===== config.mk =====
export PLATFORM = sky130hd
export DESIGN_NAME = inst_dispatch_queue
export DESIGN_NICKNAME = d
export VERILOG_FILES = /design/src/rtl/inst_dispatch_queue.sv
export SDC_FILE = /design/constraint.sdc
export NUM_CORES = 1
export LEC_CHECK = 0
export ABC_CLOCK_PERIOD_IN_PS = 6430
export CAP_MARGIN = 30
export CORE_MARGIN = 5
export CORE_UTILIZATION = 55
export CTS_CLUSTER_DIAMETER = 100
export CTS_CLUSTER_SIZE = 20
export DETAILED_ROUTE_END_ITERATION = 6
export DONT_BUFFER_PORTS = 1
export PLACE_DENSITY_LB_ADDON = 0.05
export REMOVE_ABC_BUFFERS = 1
export SYNTH_ARGS = -nofsm -noshare
export SYNTH_HDL_FRONTEND = slang
export SYNTH_SLANG_ARGS = --single-unit

===== constraint.sdc =====
create_clock -name clk_i -period 6.43 [get_ports clk_i]
set_clock_uncertainty 0.15 [all_clocks]
set_input_delay 0.9645 -clock clk_i [delete_from_list [all_inputs] [get_ports clk_i]]
set_output_delay 0.9645 -clock clk_i [all_outputs]
set_load 0.01 [all_outputs]

===== src/rtl/inst_dispatch_queue.sv =====
// ----------------------------------------------------------------------------
// inst_dispatch_queue
//
// Instruction buffer between the issuing front end and N_CH compute channels.
// Instructions leave in program order. The head is offered to one target
// channel at a time, and the target rotates round-robin over enabled channels.
// Provides an almost-full flag, an empty flag, an occupancy count and a
// synchronous flush.
//
// Ports
//   clk_i        : clock, all state updates on the rising edge
//   rst_i        : synchronous active-high reset
//   inst_i       : incoming instruction
//   inst_valid_i : inst_i valid
//   inst_ready_o : queue can accept (registered state only)
//   flush_i      : discard all queued instructions on the next edge
//   ch_en_i      : per-channel enable mask
//   ch_inst_o    : head instruction, shared by all channels
//   ch_valid_o   : one-hot or zero, head offered to that channel
//   ch_ready_i   : per-channel accept
//   count_o      : occupied entries, 0..DEPTH
//   afull_o      : count >= AFULL_TH
//   empty_o      : count == 0
// ----------------------------------------------------------------------------
module inst_dispatch_queue #(
   parameter int INST_W   = 32,
   parameter int DEPTH    = 8,
   parameter int N_CH     = 2,
   parameter int AFULL_TH = DEPTH - 2
) (
   input  logic                       clk_i,
   input  logic                       rst_i,
   input  logic [INST_W-1:0]          inst_i,
   input  logic                       inst_valid_i,
   output logic                       inst_ready_o,
   input  logic                       flush_i,
   input  logic [N_CH-1:0]            ch_en_i,
   output logic [INST_W-1:0]          ch_inst_o,
   output logic [N_CH-1:0]            ch_valid_o,
   input  logic [N_CH-1:0]            ch_ready_i,
   output logic [$clog2(DEPTH+1)-1:0] count_o,
   output logic                       afull_o,
   output logic                       empty_o
);

   localparam int PTR_W = $clog2(DEPTH);
   localparam int CNT_W = $clog2(DEPTH + 1);
   localparam int RR_W  = (N_CH > 1) ? $clog2(N_CH) : 1;

   // Next enabled channel strictly after cur, searching cyclically.
   // Returns cur unchanged when no other channel is enabled.
   function automatic logic [RR_W-1:0] next_rr(input logic [RR_W-1:0] cur,
                                               input logic [N_CH-1:0] en);
      logic [RR_W-1:0] res;
      logic [N_CH-1:0] shifted;
      logic            found;
      int              idx;
      res   = cur;
      found = 1'b0;
      for (int i = 1; i < N_CH; i++) begin
         idx     = (int'(cur) + i) % N_CH;
         shifted = en >> idx;
         if (!found && shifted[0]) begin
            res   = RR_W'(idx);
            found = 1'b1;
         end else begin
            res   = res;
         end
      end
      return res;
   endfunction

   logic [INST_W-1:0] mem_q [DEPTH];
   logic [PTR_W-1:0]  wr_ptr_q, wr_ptr_d;
   logic [PTR_W-1:0]  rd_ptr_q, rd_ptr_d;
   logic [CNT_W-1:0]  count_q,  count_d;
   logic [RR_W-1:0]   rr_q,     rr_d;
   logic              push_s;
   logic              pop_s;
   logic              offer_s;

   // Handshake decode and output offer, all from registered state plus inputs.
   always_comb begin
      inst_ready_o       = !rst_i && (count_q < CNT_W'(DEPTH));
      empty_o            = (count_q == CNT_W'(0));
      afull_o            = (count_q >= CNT_W'(AFULL_TH));
      count_o            = count_q;
      ch_inst_o          = mem_q[rd_ptr_q];
      offer_s            = !empty_o && ch_en_i[rr_q];
      ch_valid_o         = '0;
      ch_valid_o[rr_q]   = offer_s;
      pop_s              = offer_s && ch_ready_i[rr_q];
      push_s             = inst_valid_i && inst_ready_o;
   end

   // Next-state for pointers, count and round-robin target; flush wins over push/pop.
   always_comb begin
      wr_ptr_d = wr_ptr_q;
      rd_ptr_d = rd_ptr_q;
      count_d  = count_q;
      rr_d     = rr_q;
      if (flush_i) begin
         // rr_q is deliberately retained across a flush
         wr_ptr_d = PTR_W'(0);
         rd_ptr_d = PTR_W'(0);
         count_d  = CNT_W'(0);
         rr_d     = rr_q;
      end else begin
         if (push_s) begin
            wr_ptr_d = wr_ptr_q + PTR_W'(1);
         end else begin
            wr_ptr_d = wr_ptr_q;
         end
         if (pop_s) begin
            rd_ptr_d = rd_ptr_q + PTR_W'(1);
         end else begin
            rd_ptr_d = rd_ptr_q;
         end
         case ({push_s, pop_s})
            2'b10:   count_d = count_q + CNT_W'(1);
            2'b01:   count_d = count_q - CNT_W'(1);
            default: count_d = count_q;
         endcase
         // Advance after a pop, or skip away from a disabled target
         if (pop_s || !ch_en_i[rr_q]) begin
            rr_d = next_rr(rr_q, ch_en_i);
         end else begin
            rr_d = rr_q;
         end
      end
   end

   // State registers with synchronous reset.
   always_ff @(posedge clk_i) begin
      if (rst_i) begin
         wr_ptr_q <= PTR_W'(0);
         rd_ptr_q <= PTR_W'(0);
         count_q  <= CNT_W'(0);
         rr_q     <= RR_W'(0);
      end else begin
         wr_ptr_q <= wr_ptr_d;
         rd_ptr_q <= rd_ptr_d;
         count_q  <= count_d;
         rr_q     <= rr_d;
      end
   end

   // Storage array; a push in a flush cycle is not written.
   always_ff @(posedge clk_i) begin
      if (push_s && !flush_i) begin
         mem_q[wr_ptr_q] <= inst_i;
      end
   end

endmodule


After elaboration in Yosys (flattened, before gate mapping):

Memory sizes are Yosys's and may differ from the RTL's. A register that Yosys moved wholly into a read port is not among the register bits.
Index checks and enable logic that the tools add are counted.

* word-level logic and storage cells: 46
* input bits: 40
* latch bits: 0
* output and inout bits: 41
* memories: 1
* register bits after elaboration: 11
* RAM bits: 256
* ROM bits: 0

Memory list
* mem_q: depth 8, bits a word 32, read ports 1, clocked after Yosys merged registers in 1, write ports 1, RTL line 73 `logic [INST_W-1:0] mem_q [DEPTH];`

* $mul: 0
* add/subtract/negate cells: 5
* equality and inequality tests: 2
* $lt $le $gt $ge: 4
* multiplexer cells: 11
* bitwise logic cells: 3
* shifts and indexed selects: 1
* divide/modulo/power cells: 0
* reduce and logical (&&, ||, !) cells: 15

Operators with widths (count)
* 2-bit by 32-bit >> shifter with 1-bit output: 1
* 4-bit case mux with 2 select lines: 1
* 1-bit two-way mux: 7
* 3-bit by 1-bit adder with 3-bit output, second input constant: 2
* 1-bit logical AND: 6
* 3-bit two-way mux: 2
* 4-bit by 1-bit adder with 4-bit output, second input constant: 1
* 4-bit by 3-bit greater-or-equal comparator with 1-bit output, second input constant: 1
* 1-bit zero test: 4
* 4-bit zero test: 1
* 4-bit less-than comparator, second input constant: 1
* 4-bit by 1-bit subtractor with 4-bit output, second input constant: 1
* 3-bit AND reduction: 1
* 2-bit bitwise AND: 1
* 2-bit by 1-bit == test with 1-bit output, second input constant: 1
* 2-bit == test, second input constant: 1
* 1-bit by 2-bit less-than comparator with 1-bit output, second input constant: 1
* 2-bit nonzero test: 1
* 2-bit OR reduction: 1
* 1-bit adder, second input constant: 1
* 1-bit bitwise AND, first input constant: 1
* 1-bit demux with 1-bit select: 1
* 1-bit greater-or-equal comparator, second input constant: 1
* 1-bit logical OR: 1
* 1-bit NOT: 1

Longest topological paths before layout:

* depth in word-level cells: 6
* gate-level depth with buffers: 9
* depth with buffers taken out: 9

Least setup slack after synthesis:

Ideal clock, no wire load.

* path type: input to register
* from: input port rst_i
* to: memory mem_q[1][0] (enable)
* arrival time: 4.807 ns
* setup slack: 0.959 ns
* library setup time: 0.513 ns
* path buffers: 0
* data required time: 5.767 ns
* stages: 3
* path through: nor3b_2 nand2b_1 nor4b_1

* word-level cells in the longest chain between the ends: 6

Ends and longest elaborated chain
* from (decl): RTL line 32 `input logic rst_i,`
* 1-bit zero test: RTL line 84 `inst_ready_o = !rst_i && (count_q < CNT_W'(DEPTH));`
* 1-bit logical AND: RTL line 84
* 1-bit logical AND: RTL line 93 `push_s = inst_valid_i && inst_ready_o;`
* 1-bit logical AND: RTL line 150 `if (push_s && !flush_i) begin`
* 1-bit two-way mux: RTL line 150
* 1-bit two-way mux (not written as such): RTL line 151 `mem_q[wr_ptr_q] <= inst_i;`
* to (decl): RTL line 73

Every way passes these cells.

==> impl_summary.md <==
CTS
The hold buffer count at cts is 0. Clock tree synthesis found a total of 270 sinks. The largest buffer count on any clock path is 3. Buffers added to address setup during post-CTS repair amount to 0. In this run, post-CTS repair resized a total of 0 instances. CTS built an H-tree with a depth of 1. The master cell of the clock root buffer is sky130_fd_sc_hd__clkbuf_16. Clock latency on the worst-skew pair, taken at its later pin, is 0.48 ns. The clock slew at the register clock pins of the worst setup and hold paths is 0.08 ns. The clock tree from TritonCTS is done. The TritonCTS buffer count is 17.

Min path
The tightest min-delay check is of the in2reg type.

Global routing
After global routing, the most crowded layer is met2. Global routing consumed, on the met2 layer, 28.6% of the routing resources. In the global route stage, met1 resource usage came out at 22.8%. Global routing consumed, over all layers together, 16.9% of the routing resources. Summed over all layers, the global routing overflow is 0. The first global-routing pass estimated 28,100 um of wire. The number of global-route vias before repair was 4,757. For this run, global-route usage on met3 was measured as 3.98%.

The maximum number of pins on one net before global-route repair is 39. The number of antenna violations at the first check in global routing is 0.

Floorplan
During I/O placement, the number of pins put on the boundary was 81. The die covers 22,100 um^2. The initial utilization of the core area, before any placement, comes to 56.2%. The floorplan step set the die height to 149 um. The width of the die is 149 um. The count of standard-cell rows is 50. The floorplan step defined a core boundary enclosing 18,800 um^2.

Worst setup path
Walking the worst path, the cells encountered are buf_4, mux4_1, mux2_2. On the worst path, the slowest cell contributes a delay of 0.76 ns. The endpoint arrival time on the critical path is 2.84 ns. The slowest cell on the critical path is sky130_fd_sc_hd__dfxtp_4. The required time at the worst-slack endpoint is 5.32 ns. The critical path is of the reg2out type. The biggest fanout along the worst timing path is 35.

STA classifies the critical path startpoint as a flip-flop. The type of element capturing the critical path is a primary output.

Run
The number of maximum-capacitance constraint violations is 0.

Synth
Ranked by total cell area, the synthesized netlist is headed by sky130_fd_sc_hd__edfxtp_1, sky130_fd_sc_hd__mux4_2, sky130_fd_sc_hd__mux4_1, sky130_fd_sc_hd__dfxtp_1, sky130_fd_sc_hd__mux2_4. The cell count after synthesis is 461. The netlist area before placement is 10,600 um^2. The synthesized area per cell is 23.0 um^2. The distinct cell type count of the synthesized netlist is 43.

The largest total area in the synthesized netlist belongs to sky130_fd_sc_hd__edfxtp_1. The area share of the largest cell type after synthesis is 72.6%. The synthesized design contains 270 register bits. The number of enable-type register cells in the synthesized netlist is 256.

Summing the sequential cell areas from Yosys gives 75.2% of the chip area. In the synthesized netlist the async set-or-reset flop fraction comes to 0%. The most used flip-flop cell after synthesis is sky130_fd_sc_hd__edfxtp_1. The number of synthesis warnings is 0.

Finish
The share of layout cells above drive strength 1 is 25.3%. The area overhead of the layout relative to synthesis is 7.63%. The count of nets after finishing is 519. 0 antenna diodes ended up in the layout.

Placement
The HPWL after detailed placement is 10,400 um. The count of buffers from port buffering is 0. The final estimated routing congestion in global placement is 0.733.

Pwr
The total power after layout is 2.98 mW. For this design the ratio of total power to cell area is 262 nW/um^2. The leakage power total is 3.48 nW. IR analysis of the VDD net gives a maximum drop of 0.000240 V.

Routing
The final wirelength is 18,200 um. The number of remaining DRC errors is 0. After detailed routing, the average wire length per cell comes to 24.7 um.

The antenna violation net count after detailed routing is 0. The first-pass iteration count of the detailed router is 7. The routed layout has 4,428 vias. The via-per-instance ratio is 6.00. For this block, the initial DRC count from the detailed router was 289.

Timing
Measured against its own limit, the worst slew margin works out to 49.1%. The hold violation total from the final report came to 0. The measured slew at the worst slew-check pin is 0.762 ns. The final critical delay including setup and external delays is 3.96 ns. Setup repair after global routing left no endpoint under its margin. The final-report max-slew violation count is 0.

The final-report setup violation count is 0. Dividing the final minimum period by the clock period gives 61.5%. For the final routed database, the setup TNS stands at 0 ns. Static timing analysis puts the maximum clock frequency at 253 MHz.

Status
The flow ran to the end, and the final reports show no timing, DRC or antenna violations.
## worst max-delay path: cells and delay by family, from the launching register on
family,cells,cell delay (ns)
buffers and inverters,1,0.62
muxes,2,0.95
DFF,1,0.76
## sequential cells by signal, indices dropped and copies added, names as in the netlist, named ones only
name      flops
mem_q       256
rr_q          1
count_o       4
rd_ptr_q      3
wr_ptr_q      3
## where the power goes
part           internal, mW  leakage, nW  total, mW  switching (mW)
Clock                 0.488        0.221       1.00           0.516
Sequential             1.93         2.42       1.93         0.00520
Combinational        0.0214        0.835     0.0444          0.0230
Total                  2.44         3.48       2.98           0.545
## layout by cell type, fill, tap and decap left out, types with 3 or more instances in the layout
master / count
sky130_fd_sc_hd__edfxtp_1: 256
sky130_fd_sc_hd__mux4_2: 36
sky130_fd_sc_hd__mux4_1: 28
sky130_fd_sc_hd__clkbuf_16: 17
sky130_fd_sc_hd__mux2_2: 16
sky130_fd_sc_hd__mux2_4: 16
sky130_fd_sc_hd__buf_4: 16
sky130_fd_sc_hd__nor2_1: 11
sky130_fd_sc_hd__dfxtp_1: 11
sky130_fd_sc_hd__nand2_1: 5
sky130_fd_sc_hd__ha_1: 5
sky130_fd_sc_hd__clkbuf_1: 5
sky130_fd_sc_hd__xor2_1: 4
sky130_fd_sc_hd__nor4b_2: 4
sky130_fd_sc_hd__a21oi_1: 4
sky130_fd_sc_hd__nand3_1: 3
sky130_fd_sc_hd__nand3b_1: 3
sky130_fd_sc_hd__inv_1: 3
sky130_fd_sc_hd__nand2b_1: 3
## per-layer routing
layer  vias to the layer above  routed length (um)
met5                         -                   0
met4                         0                 243
met3                        19                1230
met2                       101                9330
met1                      2344                7440
li1                       1964                   -
## Yosys cell counts (2+ instances only)
| cell | count |
|---|---|
| sky130_fd_sc_hd__edfxtp_1 | 256 |
| sky130_fd_sc_hd__mux4_2 | 36 |
| sky130_fd_sc_hd__mux4_1 | 28 |
| sky130_fd_sc_hd__mux2_2 | 16 |
| sky130_fd_sc_hd__mux2_4 | 16 |
| sky130_fd_sc_hd__dfxtp_1 | 14 |
| sky130_fd_sc_hd__nor2_1 | 13 |
| sky130_fd_sc_hd__buf_1 | 6 |
| sky130_fd_sc_hd__buf_6 | 6 |
| sky130_fd_sc_hd__buf_2 | 5 |
| sky130_fd_sc_hd__ha_1 | 5 |
| sky130_fd_sc_hd__nand2_1 | 5 |
| sky130_fd_sc_hd__a21oi_1 | 4 |
| sky130_fd_sc_hd__nor4b_1 | 4 |
| sky130_fd_sc_hd__xor2_1 | 4 |
| sky130_fd_sc_hd__clkbuf_1 | 3 |
| sky130_fd_sc_hd__inv_1 | 3 |
| sky130_fd_sc_hd__nand2b_1 | 3 |
| sky130_fd_sc_hd__nand3_1 | 3 |
| sky130_fd_sc_hd__nand3b_1 | 3 |
| sky130_fd_sc_hd__a21oi_2 | 2 |
| sky130_fd_sc_hd__mux2i_1 | 2 |
| sky130_fd_sc_hd__nor4_1 | 2 |
| sky130_fd_sc_hd__o21ai_0 | 2 |
| sky130_fd_sc_hd__xnor2_1 | 2 |
## per-stage QoR
step	worst slack (ns)	utilization (%)	hold slack [ns]	instances	cell area, um^2
3_3_place_gp	2.91	58.1	0.361	715	10900
2_1_floorplan	0.960	-	0.342	439	10400
5_1_grt	2.24	60.5	0.382	738	11400
3_5_place_dp	2.89	58.1	0.387	715	10900
4_1_cts	2.36	60.5	0.381	738	11400
6_report	2.47	60.5	0.399	738	11400
## logic make-up after synthesis
logic type / share of synthesized area (%)
DFF: 75.2
adders and majority gates: 0.591
xor gates and xnor gates: 0.496
and+or+nand+nor: 2.49
AOI/OAI and AO/OA: 0.875
buffers and inverters: 1.54
muxes: 18.8
## final cells by class
type / count / area, um^2
flip-flops and latches: 270 / 7970
fillers: 1324 / 7430
multi-input cells: 166 / 2510
clock buffers: 22 / 444
well taps: 260 / 325
repair buffers: 16 / 120
clock inverters: 1 / 11.3
inverters: 3 / 11.3
## path summary, 6_finish.rpt
| path | start | endpoint | slack, ns | cells past startpoint |
|---|---|---|---|---|
| hold / removal | rst_i | rr_q$_SDFFE_PP0P_ | 0.40 | 1 |
| hold reg to reg | rd_ptr_q[2]$_SDFFE_PP0P_ | flip-flop | 0.40 | 2 |
| setup / recovery | flip-flop | ch_inst_o[21] | 2.47 | 3 |
| setup reg to reg | count_o[3]$_SDFFE_PP0P_ | mem_q[6][31]$_DFFE_PP_ | 3.53 | 4 |
Power figures use the tool's default switching activity.
